<file path="config.mk">
export PLATFORM = sky130hd
export DESIGN_NAME = vend_credit_ctrl
export DESIGN_NICKNAME = d
export VERILOG_FILES = /design/src/rtl/vend_credit_ctrl.sv
export SDC_FILE = /design/constraint.sdc
export NUM_CORES = 1
export LEC_CHECK = 0
export CAP_MARGIN = 30
export CORE_MARGIN = 2
export CORE_UTILIZATION = 48
export CTS_CLUSTER_DIAMETER = 50
export CTS_CLUSTER_SIZE = 16
export DETAILED_ROUTE_END_ITERATION = 8
export GPL_TIMING_DRIVEN = 0
export PLACE_DENSITY = 0.83
export SYNTH_ARGS = -nofsm -noshare
export SYNTH_HDL_FRONTEND = slang
export SYNTH_SLANG_ARGS = --single-unit
</file>
<file path="constraint.sdc">
create_clock -name CLK -period 2.4 [get_ports CLK]
set_clock_uncertainty 0.15 [all_clocks]
set_input_delay 0.48 -clock CLK [delete_from_list [all_inputs] [get_ports CLK]]
set_output_delay 0.48 -clock CLK [all_outputs]
set_load 0.02 [all_outputs]
</file>
<file path="src/rtl/vend_credit_ctrl.sv">
// Coffee vending credit/dispense controller: edge-detected buttons, credit in
// 100-unit coins, coffee strobe, and a one-coin-at-a-time ejector handshake.
module vend_credit_ctrl #(
  parameter int PRICE      = 3,
  parameter int MAX_CREDIT = 8,
  parameter int C500       = 5
) (
  input  logic       CLK,
  input  logic       RST,
  input  logic       B100,
  input  logic       B500,
  input  logic       BCf,
  input  logic       BRt,
  input  logic       EJ_ACK,
  output logic       SCf,
  output logic [3:0] Credit,
  output logic       EJ_REQ,
  output logic [3:0] Coin,
  output logic       Busy
);

  typedef enum logic [1:0] {IDLE, REQ, GAP} state_t;

  localparam logic [4:0] C500_W  = 5'(C500);
  localparam logic [4:0] MAX_W   = 5'(MAX_CREDIT);
  localparam logic [3:0] PRICE_W = 4'(PRICE);

  state_t     state;
  logic       b100_q, b500_q, bcf_q, brt_q;
  logic       ev_b100, ev_b500, ev_bcf, ev_brt;
  logic [4:0] sum;

  // Credit plus the inserted coin, one bit wider so overflow is visible.
  function automatic logic [4:0] add_coin(input logic [3:0] credit,
                                          input logic       is_500);
    add_coin = {1'b0, credit} + (is_500 ? C500_W : 5'd1);
  endfunction

  always_comb begin
    ev_b100 = B100 & ~b100_q;
    ev_b500 = B500 & ~b500_q;
    ev_bcf  = BCf  & ~bcf_q;
    ev_brt  = BRt  & ~brt_q;
    sum     = add_coin(Credit, ev_b500);
  end

  always_ff @(posedge CLK) begin
    if (RST) begin
      state  <= IDLE;
      b100_q <= 1'b0;
      b500_q <= 1'b0;
      bcf_q  <= 1'b0;
      brt_q  <= 1'b0;
      SCf    <= 1'b0;
      Credit <= 4'd0;
      EJ_REQ <= 1'b0;
      Coin   <= 4'd0;
      Busy   <= 1'b0;
    end else begin
      b100_q <= B100;
      b500_q <= B500;
      bcf_q  <= BCf;
      brt_q  <= BRt;
      SCf    <= 1'b0;
      case (state)
        IDLE: begin
          // Priority chain: the winning event consumes the cycle even if it has no effect.
          if (ev_brt) begin
            if (Credit != 4'd0) begin
              Coin   <= Credit;
              Credit <= 4'd0;
              state  <= REQ;
              EJ_REQ <= 1'b1;
              Busy   <= 1'b1;
            end
          end else if (ev_bcf) begin
            if (Credit >= PRICE_W) begin
              Credit <= Credit - PRICE_W;
              SCf    <= 1'b1;
            end
          end else if (ev_b500 || ev_b100) begin
            if (sum <= MAX_W) begin
              Credit <= sum[3:0];
            end else begin
              Coin   <= sum[3:0];
              Credit <= 4'd0;
              state  <= REQ;
              EJ_REQ <= 1'b1;
              Busy   <= 1'b1;
            end
          end
        end
        REQ: begin
          if (EJ_ACK) begin
            Coin   <= Coin - 4'd1;
            EJ_REQ <= 1'b0;
            if (Coin == 4'd1) begin
              state <= IDLE;
              Busy  <= 1'b0;
            end else begin
              state <= GAP;
            end
          end
        end
        GAP: begin
          state  <= REQ;
          EJ_REQ <= 1'b1;
        end
        default: begin
          state  <= IDLE;
          EJ_REQ <= 1'b0;
          Busy   <= 1'b0;
        end
      endcase
    end
  end

endmodule

</file>
==> results.cfg <==
[die]
initial_core_util_pct = 51.55
die_y_um = 53.21
rows = 17
io_pins = 18
dieArea_um2 = 2831
die_w_um = 53.21
core-area_um2 = 2255

[yosys]
ys.warnings.count = 0
ys.flop_type = dfxtp_1
async_flop_share_pct = 0
syn_inst = 141
yosysSeqAreaShare_pct = 29.28
syn-num-nets = 153
synthDistinctLibCells = 49
yosys-top-cells-area = dfxtp_1 (29%), ha_1 (5.4%), nor2b_1 (4.8%)
synth_edf_count = 0
avgSynthCellArea_um2 = 8.244
synth_top_area_share_pct = 29.28
synth_area_leader_cell = dfxtp_1
synth-seq-cells = 17
synthesis.area_um2 = 1162

[place]
dp_hpwl_mm = 1.960
dp_cells = 185
io_buffers = 16
gp_congestion = 0.8564

[cts]
cts_tree = built
cts_buffers = 3
cts_buffer_depth = 2
clk_latency_ns = 0.30
cts_sinks = 17
clock-root-buffer = clkbuf_4
htree_levels = 1
cts_hold_buffers = 0
clk_pin_slew_ns = 0.10

[grt]
track_usage_pct = 22.77
grt_pass1_vias = 1035
antenna_found_initial = 0
grt_max_degree = 11
grt_remaining_overflow = 0
grt_pass1_wl_mm = 4.712

[critical_path]
cp_slowest_cell = clkdlybuf4s50_1
path_delay_family = compound AO/OA/AOI/OAI gates
max_stage_delay_ns = 0.48
critPathCaptureType = flop
critPathArrivalTime_ns = 2.29
critPathLaunchType = input pin
cp_max_fo = 7
worstPathRequired_ns = 2.45
ff2ff_path_depth = 7
crit_buf_inv = 1
crit_end = Credit[1]$_SDFFE_PP0P_
path_cells = clkdlybuf4s50_1 -> nor2b_2 -> o21bai_2 -> a21oi_1 -> o21ai_2 -> mux2_1
worstSetupPathDepth = 6
r2r_end = Credit[1]$_SDFFE_PP0P_
rr_startpoint = Credit[0]$_SDFFE_PP0P_
critPathKind = in -> reg
startpoint = BCf
ff2ff_setup_slack_ns = 0.18

[sta]
hold_viol_final = 0
finalHoldWorstSlack_ns = 0.2895
rsz0062_at_grt = false
tightest_slew_ns = 0.4857
slew_headroom_pct = 67.62
fin_crit_ns = 2.242
clock.fmax_mhz = 446.1
period_share_pct = 93.40
final_max_slew_viol_count = 0
setup_violations = 0

[cells_and_area]
antennaDiodeCount = 0
syn_to_final_growth_pct = 22.71
fillers = 206
fin_nets = 175
drive_above_1_share_pct = 12.35
final_cells = 190
multi_input_area_um2 = 779.5
seq_area_um2 = 340.3

[route]
dr_total_vias = 1116
drt_iter0_markers = 46
drt-vias-per-instance = 5.874
routedWlPerCell_um = 14.47
drt-total-wl_mm = 2.750
ant_nets = 0
dr.pass1.iters = 4
route.detailed.drc = 0

[worst_hold_path]
hold_path.class = in -> reg
hold_start = B500

[pwr]
power_per_cell_area_nw_per_um2 = 633.1
power.leakage_uw = 0.0005631
vdd_drop_max_mv = 0.3718

[outcome]
status = finished, final reports clean

[job]
maxCapViolations = 0
-- through the flow --
step                      utilization, %  cell area, um2  TNS, ns  setup slack, ns  power, uW
after floorplan                        -            1162        0           0.1571      615.7
after global placement             60.21            1358   -2.843          -0.4598      723.8
after detailed placement           60.21            1358   -3.306          -0.5002      736.1
after CTS                          63.15            1424        0          0.01967      908.1
after global routing               63.26            1426        0          0.08075      962.5
final                              63.26            1426        0           0.1584      903.1
-- power breakdown --
part | switching [uW] | leakage [uW] | total, uW | internal (uW)
Sequential | 40.5 | 0.000139 | 357 | 317
Clock | 94.5 | 0.0000177 | 157 | 62.2
Combinational | 211 | 0.000406 | 389 | 178
Total | 346 | 0.000563 | 903 | 557
-- how the worst min path moves through the flow --
stage | end | slack, ns | depth (start not counted)
global placement | EJ_REQ$_SDFFE_PP0P_ | 0.32 | 2
floorplan | SCf$_SDFF_PP0_ | 0.38 | 3
detailed placement | Busy$_SDFFE_PP0P_ | 0.34 | 2
finish | b500_q$_SDFF_PP0_ | 0.29 | 2
global route | b500_q$_SDFF_PP0_ | 0.35 | 2
CTS | Busy$_SDFFE_PP0P_ | 0.35 | 2
-- logic make-up (layout without fill, tap and decap cells) --
kind of cell,Yosys count,after routing,synth area share [%]
flip-flops,17,17,29.28
AND/OR/NAND/NOR,51,51,24.65
buffers and inverters,18,39,6.351
AO/OA/AOI/OAI,42,42,27.67
XOR/XNOR,4,4,3.015
multiplexers,4,4,3.660
adder cells (fa/ha/maj),5,5,5.382
-- cell usage after synthesis (2+ instances only) --
cell type,number
a211o_1,3
a211oi_1,2
a21oi_1,6
a311oi_1,2
a31oi_1,2
and2b_2,2
buf_2,2
clkbuf_1,4
dfxtp_1,17
ha_1,5
inv_1,11
mux2_1,2
mux2i_1,2
nand2_1,7
nand2b_1,5
nand3_1,2
nand3b_1,2
nor2_1,12
nor2b_1,9
nor3_1,4
o21ai_0,5
o21bai_1,2
o31ai_1,3
o32ai_1,2
o41ai_1,2
xnor2_1,2
xor2_1,2
-- metal layers --
metal  GRT usage, %  vias to the layer above  routed length [um]
met5              0                        -                   0
met1          31.09                      523                1280
li1               -                      552                   -
met3          5.932                        2                 152
met4          7.265                        0                   8
met2          34.57                       39                1308
-- cell usage in the layout (no fill, tap or decap), types with 3 or more instances in the layout --
master           count
dfxtp_1             17
a211o_1              3
o31ai_1              3
nand2b_1             5
nand2_1              7
clkbuf_1             4
o21ai_0              5
clkdlybuf4s50_1     15
a21oi_1              6
nor3_1               4
ha_1                 4
nor2b_1              8
inv_1               11
nor2_1              11
clkbuf_4             3
-- flip-flops by register name (all words and copies together), names as in the netlist --
name / flops
bcf_q: 1
EJ_REQ: 1
Credit: 4
Busy: 1
Coin: 4
b100_q: 1
SCf: 1
brt_q: 1
b500_q: 1
state: 2
-- worst reg2reg max path, stage by stage, from the launching register on --
cell and delay [ns]:
dfxtp_1 0.35, buf_2 0.19, inv_1 0.07, ha_1 0.14, or3b_1 0.38, and2_1 0.23, o21ai_2 0.24, mux2_1 0.35
-- area by class of cell --
cell class | instances | share of cell area, %
well taps | 28 | 2.456
clock inverters | 1 | 0.3509
clock buffers | 3 | 1.579
flip-flops and latches | 17 | 23.86
multi-input cells | 106 | 54.65
inverters | 11 | 2.895
plain buffers | 7 | 2.281
repair buffers | 17 | 11.93
-- timing repair --
| item | in CTS | in global routing |
|---|---|---|
| pin swaps | 2 | 1 |
| endpoints found under the setup margin | 6 | 4 |
| setup buffers | 1 | 0 |
| gates resized for setup | 5 | 1 |
No activity file was read; power rests on OpenSTA's default activity.
